==> src/rtl/seg7_capture.sv <==
// seg7_capture: samples two asynchronous 7-segment digits, waits until the
// pattern has been stable for STABLE_CYCLES cycles, decodes it to a byte and
// hands it to a consumer with a valid/ack handshake, overrun and error stats.
module seg7_capture #(
  parameter int unsigned STABLE_CYCLES = 16
) (
  input  logic       CLK,
  input  logic       RST_N,
  input  logic [6:0] seg_lo,
  input  logic [6:0] seg_hi,
  input  logic       clr,
  input  logic       data_ack,
  output logic [7:0] value,
  output logic       data_valid,
  output logic       overrun,
  output logic       bad_pattern,
  output logic [7:0] err_count
);

  typedef enum logic {LOCKED = 1'b0, SETTLE = 1'b1} state_t;

  localparam logic [7:0] CNT_LAST = 8'(STABLE_CYCLES - 1);

  // {valid, nibble} for one digit; GFEDCBA bit order, active-high segments
  function automatic logic [4:0] dec7(input logic [6:0] p);
    logic [4:0] r;
    case (p)
      7'b0111111: r = 5'h10;
      7'b0000110: r = 5'h11;
      7'b1011011: r = 5'h12;
      7'b1001111: r = 5'h13;
      7'b1100110: r = 5'h14;
      7'b1101101: r = 5'h15;
      7'b1111101: r = 5'h16;
      7'b0000111: r = 5'h17;
      7'b1111111: r = 5'h18;
      7'b1100111: r = 5'h19;
      7'b1110111: r = 5'h1A;
      7'b1111100: r = 5'h1B;
      7'b0111001: r = 5'h1C;
      7'b1011110: r = 5'h1D;
      7'b1111001: r = 5'h1E;
      7'b1110001: r = 5'h1F;
      default:    r = 5'h00;
    endcase
    return r;
  endfunction

  logic [13:0] sync1_q, sync1_d, sync2_q, sync2_d;
  logic [13:0] cand_q, cand_d;
  logic [7:0]  cnt_q, cnt_d;
  state_t      state_q, state_d;
  logic [7:0]  value_q, value_d;
  logic [7:0]  last_cap_q, last_cap_d;
  logic        have_cap_q, have_cap_d;
  logic        data_valid_q, data_valid_d;
  logic        overrun_q, overrun_d;
  logic        bad_pattern_q, bad_pattern_d;
  logic [7:0]  err_count_q, err_count_d;

  logic        decode_now;
  logic [4:0]  dec_hi, dec_lo;
  logic        pat_ok;
  logic [7:0]  dec_byte;
  logic        capture;

  // Two-stage synchronizer on the raw segment lines
  always_comb begin
    sync1_d = {seg_hi, seg_lo};
    sync2_d = sync1_q;
  end

  // Stability filter: any change restarts the count; a full run decodes once
  always_comb begin
    state_d    = state_q;
    cand_d     = cand_q;
    cnt_d      = cnt_q;
    decode_now = 1'b0;
    if (sync2_q != cand_q) begin
      cand_d  = sync2_q;
      cnt_d   = 8'd0;
      state_d = SETTLE;
    end else if (state_q == SETTLE) begin
      if (cnt_q == CNT_LAST) begin
        decode_now = 1'b1;
        state_d    = LOCKED;
      end else begin
        cnt_d = cnt_q + 8'd1;
      end
    end
  end

  // Decode of the settled candidate
  always_comb begin
    dec_hi   = dec7(cand_q[13:7]);
    dec_lo   = dec7(cand_q[6:0]);
    pat_ok   = dec_hi[4] & dec_lo[4];
    dec_byte = {dec_hi[3:0], dec_lo[3:0]};
    capture  = decode_now & pat_ok & (~have_cap_q | (dec_byte != last_cap_q));
  end

  // Output/handshake state: clr beats decode events, which beat data_ack
  always_comb begin
    value_d       = value_q;
    last_cap_d    = last_cap_q;
    have_cap_d    = have_cap_q;
    data_valid_d  = data_valid_q;
    overrun_d     = overrun_q;
    bad_pattern_d = 1'b0;
    err_count_d   = err_count_q;
    if (clr) begin
      value_d      = 8'd0;
      last_cap_d   = 8'd0;
      have_cap_d   = 1'b0;
      data_valid_d = 1'b0;
      overrun_d    = 1'b0;
      err_count_d  = 8'd0;
    end else begin
      if (decode_now && !pat_ok) begin
        bad_pattern_d = 1'b1;
        if (err_count_q != 8'hFF) err_count_d = err_count_q + 8'd1;
      end
      if (capture) begin
        value_d      = dec_byte;
        last_cap_d   = dec_byte;
        have_cap_d   = 1'b1;
        data_valid_d = 1'b1;
        // data acked on the same edge is not lost, so no overrun then
        if (data_valid_q && !data_ack) overrun_d = 1'b1;
      end else if (data_ack && data_valid_q) begin
        data_valid_d = 1'b0;
      end
    end
  end

  // State registers
  always_ff @(posedge CLK or negedge RST_N) begin
    if (!RST_N) begin
      sync1_q       <= '0;
      sync2_q       <= '0;
      cand_q        <= '0;
      cnt_q         <= '0;
      state_q       <= LOCKED;
      value_q       <= '0;
      last_cap_q    <= '0;
      have_cap_q    <= 1'b0;
      data_valid_q  <= 1'b0;
      overrun_q     <= 1'b0;
      bad_pattern_q <= 1'b0;
      err_count_q   <= '0;
    end else begin
      sync1_q       <= sync1_d;
      sync2_q       <= sync2_d;
      cand_q        <= cand_d;
      cnt_q         <= cnt_d;
      state_q       <= state_d;
      value_q       <= value_d;
      last_cap_q    <= last_cap_d;
      have_cap_q    <= have_cap_d;
      data_valid_q  <= data_valid_d;
      overrun_q     <= overrun_d;
      bad_pattern_q <= bad_pattern_d;
      err_count_q   <= err_count_d;
    end
  end

  assign value       = value_q;
  assign data_valid  = data_valid_q;
  assign overrun     = overrun_q;
  assign bad_pattern = bad_pattern_q;
  assign err_count   = err_count_q;

endmodule

==> config.mk <==
export PLATFORM = sky130hd
export DESIGN_NAME = seg7_capture
export DESIGN_NICKNAME = d
export VERILOG_FILES = /design/src/rtl/seg7_capture.sv
export SDC_FILE = /design/constraint.sdc
export NUM_CORES = 1
export LEC_CHECK = 0
export CORE_AREA = 2 2 65 98
export CTS_CLUSTER_SIZE = 12
export DETAILED_ROUTE_END_ITERATION = 6
export DIE_AREA = 0 0 67 100
export PLACE_DENSITY = 0.83
export RECOVER_POWER = 100
export SLEW_MARGIN = 20
export SYNTH_ARGS = -nofsm -noshare
export SYNTH_HDL_FRONTEND = slang
export SYNTH_SLANG_ARGS = --single-unit
==> constraint.sdc <==
create_clock -name CLK -period 5.15 [get_ports CLK]
set_input_delay 0.7725 -clock CLK [delete_from_list [all_inputs] [get_ports CLK]]
set_output_delay 0.7725 -clock CLK [all_outputs]
set_load 0.01 [all_outputs]
==> impl_metrics.toml, run 1 <==
[clocking]
numCtsBuffers = 9
post-cts-setup-buffer-count = 0
cts_hold_buffers_added = 0
clockRootBuffer = "clkbuf_8"
ctsLongestPathBuffers = 2
cts_resized = 0
clock_sink_count = 71
clock_pin_slew_on_the_worst_setup_and_hold_paths_ns = 0.09
tritoncts = "built"
clk_latency_ns = 0.34
cts-htree-levels = 3

[grt]
global_route.usage.total_pct = 25.2
initial_antenna_violation_count = 0
grt_start_max_net_pins = 72
global_route.overflow_total = 0
wire_length_of_the_first_global_routing_pass_um = 12500
grt_pass1_vias = 2693

[logic_synthesis]
synth.cell_area_um2 = 3470
synth_top_area_share_pct = 51.2
compound_gate_fraction_of_synth_area_pct = 13.5
yosysWarningCount = 0
synth_adder_area_share_pct = 0.721
mappedNetlistNets = 355
synthDominantAreaCellType = "dfrtp_1"
postSynthCellCount = 335
largest_family_of_logic_cells_by_synthesized_area = "simple AND/OR/NAND/NOR gates"
ys_seq_elements = 71
mean_area_per_synthesized_cell_um2 = 10.4
synth.area.mux_share_pct = 2.63
post_synth_xor_area_fraction_pct = 6.31
synthArstFlopShare_pct = 100
netlist-cell-type-count = 61
ys_top_cells_by_area = "dfrtp_1 51%, xor2_1 5.3%, clkbuf_1 2.6%"
synth-edff-count = 0
synth-seq-area-share_pct = 51.2
synthFlopType = "dfrtp_1"
synth_simple_gate_area_share_pct = 20.9

[timing]
fin_setup_tns_ns = 0
period_share_pct = 71.4
setup_violating_endpoint_count_in_the_final_report = 0
report.final.hold_viol_count = 0
grt_setup_unrepaired = "no"
clock-skew-final_ns = 0.0160
report.final.slew_viol_count = 1
finalWorstPathRequiredPeriod_ns = 3.68
maxClockFrequency_mhz = 272
worst_slew_margin_rel_pct = -0.577
max_slew.worst_pin.slew_ns = 1.49

[setup_path]
cp-start-kind = "register"
worst_path_largest_cell_delay_ns = 1.04
crit_path_end_kind = "register"
crit_start = "cand_q[8]"
critPathCapture = "last_cap_q[3]"
crit_type = "reg -> reg"
required_worst_endpoint_ns = 5.41
crit_slowest_cell = "o41ai_1"
crit_path_max_fanout = 16
timing.critical_path.arrival_ns = 3.94
r2r_start = "cand_q[8]"
r2r_setup_slack_ns = 1.47
ff2ff_path_depth = 7
endpoint_of_the_most_critical_register_to_register_path = "last_cap_q[3]"
critical_path.cell_chain = "nand3b_1, o32ai_1, a311o_1, xor2_1, or4_2, o41ai_1, mux2i_1"

[detailed_routing]
num_vias = 2642
drt_drc_violations_left = 0
initialDrtViolationCount = 195
firstDrtPassIters = 4
drt-total-wl_um = 7370
drtAntennaViolNets = 0
avgRoutedWirePerCell_um = 17.2
post_drt_via_cell_ratio = 6.16

[cells_and_area]
post-route-cell-area_um2 = 4010
final_nets = 370
layout-drive-gt1-share_pct = 8.17
flow.area_growth_from_synthesis_pct = 15.5
antenna_cells = 0

[die]
placementRows = 35
floorplan.die.width_um = 67
die_h_um = 100
top_level_ports = 37
area_of_the_die_um2 = 6700
initial_utilization_pct = 58.3
core_um2 = 5960

[worst_hold_path]
hp-class = "reg -> reg"
worstHoldPathCells = 0

[job]
cap_violations = 1

[power_and_ir_drop]
power_mw = 1.20
power.leakage_nw = 1.73
pd_cells_nw_per_um2 = 299
peakVddDrop_v = 0.000438

[run_status]
run_status = "finished, violations left"
failed_checks = "capacitance limit, slew limit"

[placed_design]
post_dp_cell_area_um2 = 3790
place_congestion = 0.818
post-dp-hpwl_um = 4850
port_buffer_count = 36
[registers in the layout (all words and copies together) (netlist names)]
name,cells
state_q,1
sync2_q,14
bad_pattern,1
have_cap_q,1
err_count,8
cand_q,14
cnt_q,8
data_valid,1
last_cap_q,8
sync1_q,14
overrun,1
[cell usage in the layout (no fill, tap or decap), types with 3 or more instances in the layout]
cell type,instances
o22ai_1,4
nand3b_1,4
or2_2,4
nor4b_1,3
inv_1,6
nor4_1,7
nand4_1,9
xor2_1,21
and3_1,4
nor2_1,24
nor3_1,5
a21oi_1,11
dlygate4sd3_1,33
o21ai_0,8
nor2b_1,4
nand2_1,19
nand3_1,10
or3_1,5
a21o_1,3
clkbuf_8,9
dfrtp_1,71
a211oi_1,3
nand2b_1,8
o311ai_0,4
o41ai_1,6
bufinv_16,3
mux2i_1,8
o2111ai_1,3
xnor2_1,4
or4_1,5
[layer usage]
layer | global-route usage, % | routed length (um)
met1 | 29.9 | 2790
met2 | 39.9 | 3950
met3 | 5.16 | 247
met4 | 17.7 | 382
met5 | 0 | 0
[cell usage after synthesis (3+ instances only)]
cell type,n
dfrtp_1,71
clkbuf_1,24
nor2_1,24
xor2_1,21
nand2_1,19
a21oi_1,11
nand3_1,10
buf_2,9
nand4_1,9
mux2i_1,8
nand2b_1,8
nor4_1,7
o21ai_0,7
inv_1,6
nor3_1,5
o41ai_1,5
or3_1,5
or4_1,5
and3_1,4
nand3b_1,4
nor2b_1,4
o22ai_1,4
o311ai_0,4
or2_2,4
xnor2_1,4
a211oi_1,3
a21o_1,3
nor4b_1,3
o2111ai_1,3
[critical path, delay by kind of cell (launching register included)]
kind	cells	cell delay (ns)
AND/OR/NAND/NOR	2	0.91
XOR/XNOR	1	0.09
AO/OA/AOI/OAI	3	1.76
flip-flops	1	0.57
multiplexers	1	0.26
[cell type report]
type,count,area [um^2]
Tap cell,74,92.6
Sequential cell,71,1780
Inverter,6,22.5
Timing Repair Buffer,38,367
Clock inverter,7,120
Clock buffer,9,124
Fill cell,479,1950
Multi-Input combinational cell,224,1510
[worst min-delay path by stage]
stage / start / to
final: sync1_q[1] / sync2_q[1]
after global routing: sync1_q[8] / sync2_q[8]
after CTS: sync1_q[8] / sync2_q[8]
after detailed placement: sync1_q[11] / sync2_q[11]
after global placement: sync1_q[10] / sync2_q[10]
after floorplan: sync1_q[0] / sync2_q[0]
[report_power, final]
group          switching [mW]  internal (mW)
combinational          0.0334         0.0302
sequential             0.0274          0.574
clock                   0.212          0.323
total                   0.273          0.927
[cell families after synthesis]
group / count (synthesis)
compound gates: 62
flops: 71
simple gates: 126
xor+xnor: 25
buf+inv: 40
mux: 9
fa+ha+maj: 2
[through the flow]
step	setup WS (ns)	instances	hold WS [ns]	utilization [%]
3_3_place_gp	2.19	413	0.332	63.7
3_5_place_dp	2.08	413	0.337	63.7
2_1_floorplan	2.67	335	0.331	-
4_1_cts	1.85	429	0.338	67.8
5_1_grt	1.22	429	0.343	67.3
6_report	1.47	429	0.334	67.3
(Power assumes the default switching activity.)
==> inputs of run 2 (changes only) <==
Settings changed: CORE_AREA 2 2 65 98 to 2 2 71 107, DIE_AREA 0 0 67 100 to 0 0 73 109, PLACE_DENSITY 0.83 to 0.74.
Clock period 5.15 ns to 2.9 ns, I/O delays scaled along.
==> run 2 against run 1 <==
  * Combinational power rose by 120%
  * First-iteration DRC count fell by 42%
  * The flow still finishes with violations (capacitance limit, slew limit)
  * Critical path type unchanged
  * Sequential share of layout area down 1.2 points
  * Utilization down 9.2 points
  * Highest routed layer unchanged
  * Register-to-register slack got worse by 1.3 ns
==> impl_metrics.toml, run 2 (synthesis results as in run 1) <==
[setup_path]
crit_type = "reg -> reg"
crit_path_end_kind = "register"
timing.critical_path.arrival_ns = 2.95
critical_path.cell_chain = "xor2_1, nor4_1, nand4_1, nor3_1, o21ai_1, buf_4, nor4_1, mux2_2"
worst_path_largest_cell_delay_ns = 0.52
required_worst_endpoint_ns = 3.13
path_common_cell = "nor4_1"
crit_path_max_fanout = 13
cp-start-kind = "register"
crit_slowest_cell = "dfrtp_1"

[job]
cap_violations = 1

[clocking]
cts-htree-levels = 3
numCtsBuffers = 9
cts_hold_buffers_added = 0
clock_pin_slew_on_the_worst_setup_and_hold_paths_ns = 0.07
tritoncts = "built"
clock_sink_count = 71
ctsLongestPathBuffers = 2
clockRootBuffer = "clkbuf_8"
clk_latency_ns = 0.34

[die]
top_level_ports = 37
initial_utilization_pct = 49.0
area_of_the_die_um2 = 7960
core_um2 = 7080
placementRows = 38
die_h_um = 109
floorplan.die.width_um = 73

[cells_and_area]
flow.area_growth_from_synthesis_pct = 18.6
most_common_library_cell_in_the_layout_ignoring_fill_and_taps = "dfrtp_1"
commonest_cells_after_routing_fill_and_taps_aside = "71 x dfrtp_1, 33 x dlygate4sd3_1, 24 x nor2_1, 21 x xor2_1, 19 x nand2_1"
largestRegisters = "cand_q (14), sync1_q (14), sync2_q (14)"
layout-drive-gt1-share_pct = 12.4
antenna_cells = 0
final_nets = 387

[detailed_routing]
avgRoutedWirePerCell_um = 15.7
drtAntennaViolNets = 0
firstDrtPassIters = 4
drt_drc_violations_left = 0
post_drt_via_cell_ratio = 5.87
num_vias = 2654
initialDrtViolationCount = 114
drt-total-wl_um = 7100

[power_and_ir_drop]
netSwitchingPower_mw = 0.457
power_report.internal_total_mw = 1.50
combinationalPowerShare_pct = 7.3
power.leakage_nw = 1.78
sequentialPowerShare_pct = 53.9
peakVddDrop_v = 0.000377
pd_cells_nw_per_um2 = 475
power.switching_fraction_pct = 23.3
power_mw = 1.96
clockPowerShare_pct = 38.8

[timing]
finalWorstPathRequiredPeriod_ns = 2.71
report.final.slew_viol_count = 35
period_share_pct = 93.6
fin_setup_tns_ns = 0
maxClockFrequency_mhz = 369
setup_violating_endpoint_count_in_the_final_report = 0
final.hold.worst_slack_ns = 0.343
final.setup.worst_slack_ns = 0.187
worst_slew_margin_rel_pct = -10.6
grt_setup_unrepaired = "no"
max_slew.worst_pin.slew_ns = 1.66
clock-skew-final_ns = 0.00661
report.final.hold_viol_count = 0

[placed_design]
pre_cts_slack_ns = 0.0919
place_congestion = 0.841
port_buffer_count = 36
post-dp-hpwl_um = 5280

[grt]
initial_antenna_violation_count = 0
wire_length_of_the_first_global_routing_pass_um = 11900
grt_pass1_vias = 2580
global_route.overflow_total = 0
grt_start_max_net_pins = 35
global_route.usage.total_pct = 19.8

[run_status]
run_status = "finished, violations left"
failed_checks = "capacitance limit, slew limit"

[worst_hold_path]
hp-class = "reg -> reg"
run 2: repair_timing:
action | in CTS | in global routing
setup buffers | 0 | 1
setup endpoints to repair | 0 | 5
gates resized for setup | 0 | 1
run 2: worst paths after layout:
path / from / cells past startpoint / end / slack (ns)
min in group asynchronous: RST_N / 1 / sync1_q[11] / 0.51
min reg2reg: sync1_q[2] / 0 / sync2_q[2] / 0.34
max reg2reg: cand_q[9] / 8 / err_count[5] / 0.19
max: cand_q[9] / 8 / err_count[5] / 0.19
max in group asynchronous: RST_N / 2 / sync2_q[5] / 0.83
min: sync1_q[2] / 0 / sync2_q[2] / 0.34
run 2: stage by stage:
step | utilization, % | cells | area (um^2)
after floorplan | - | 335 | 3470
after global placement | 55.3 | 435 | 3920
after detailed placement | 55.3 | 435 | 3920
after CTS | 58.1 | 451 | 4120
after global routing | 58.1 | 452 | 4120
final | 58.1 | 452 | 4120
run 2: cell type report:
class                   instances  area, um^2
clock buffers                  10         138
multi-input cells             224        1540
well taps                      80         100
flip-flops and latches         71        1780
repair buffers                 55         484
clock inverters                 6        60.1
inverters                       6        22.5
fillers                       586        2970
run 2: power by group through the flow:
stage	sequential [mW]	combinational [mW]	clock (mW)
floorplan	1.05	0.0966	0
global placement	1.07	0.144	0
detailed placement	1.07	0.148	0
CTS	1.05	0.148	0.791
global route	1.06	0.159	0.832
finish	1.05	0.143	0.759
run 2: worst max-delay path: cells and delay by family (launching register included):
| kind | cells | cell delay [ns] |
|---|---|---|
| muxes | 1 | 0.37 |
| xor gates and xnor gates | 1 | 0.20 |
| buffers and inverters | 1 | 0.19 |
| AOI/OAI and AO/OA | 1 | 0.12 |
| and+or+nand+nor | 4 | 1.20 |
| DFF | 1 | 0.52 |
run 2: per-layer routing:
metal,wire [um],up-vias,GRT usage [%]
li1,-,1276,-
met1,2710,1280,23.0
met2,3810,71,32.1
met3,230,27,4.16
met4,340,0,13.8
met5,0,-,0
==> inputs of run 3 (changes only) <==
Settings changed: SKIP_CTS_REPAIR_TIMING set to 1, SKIP_LAST_GASP set to 1.
==> results of run 3 <==
Final layout, timing and power as in run 2 (identical DEF).
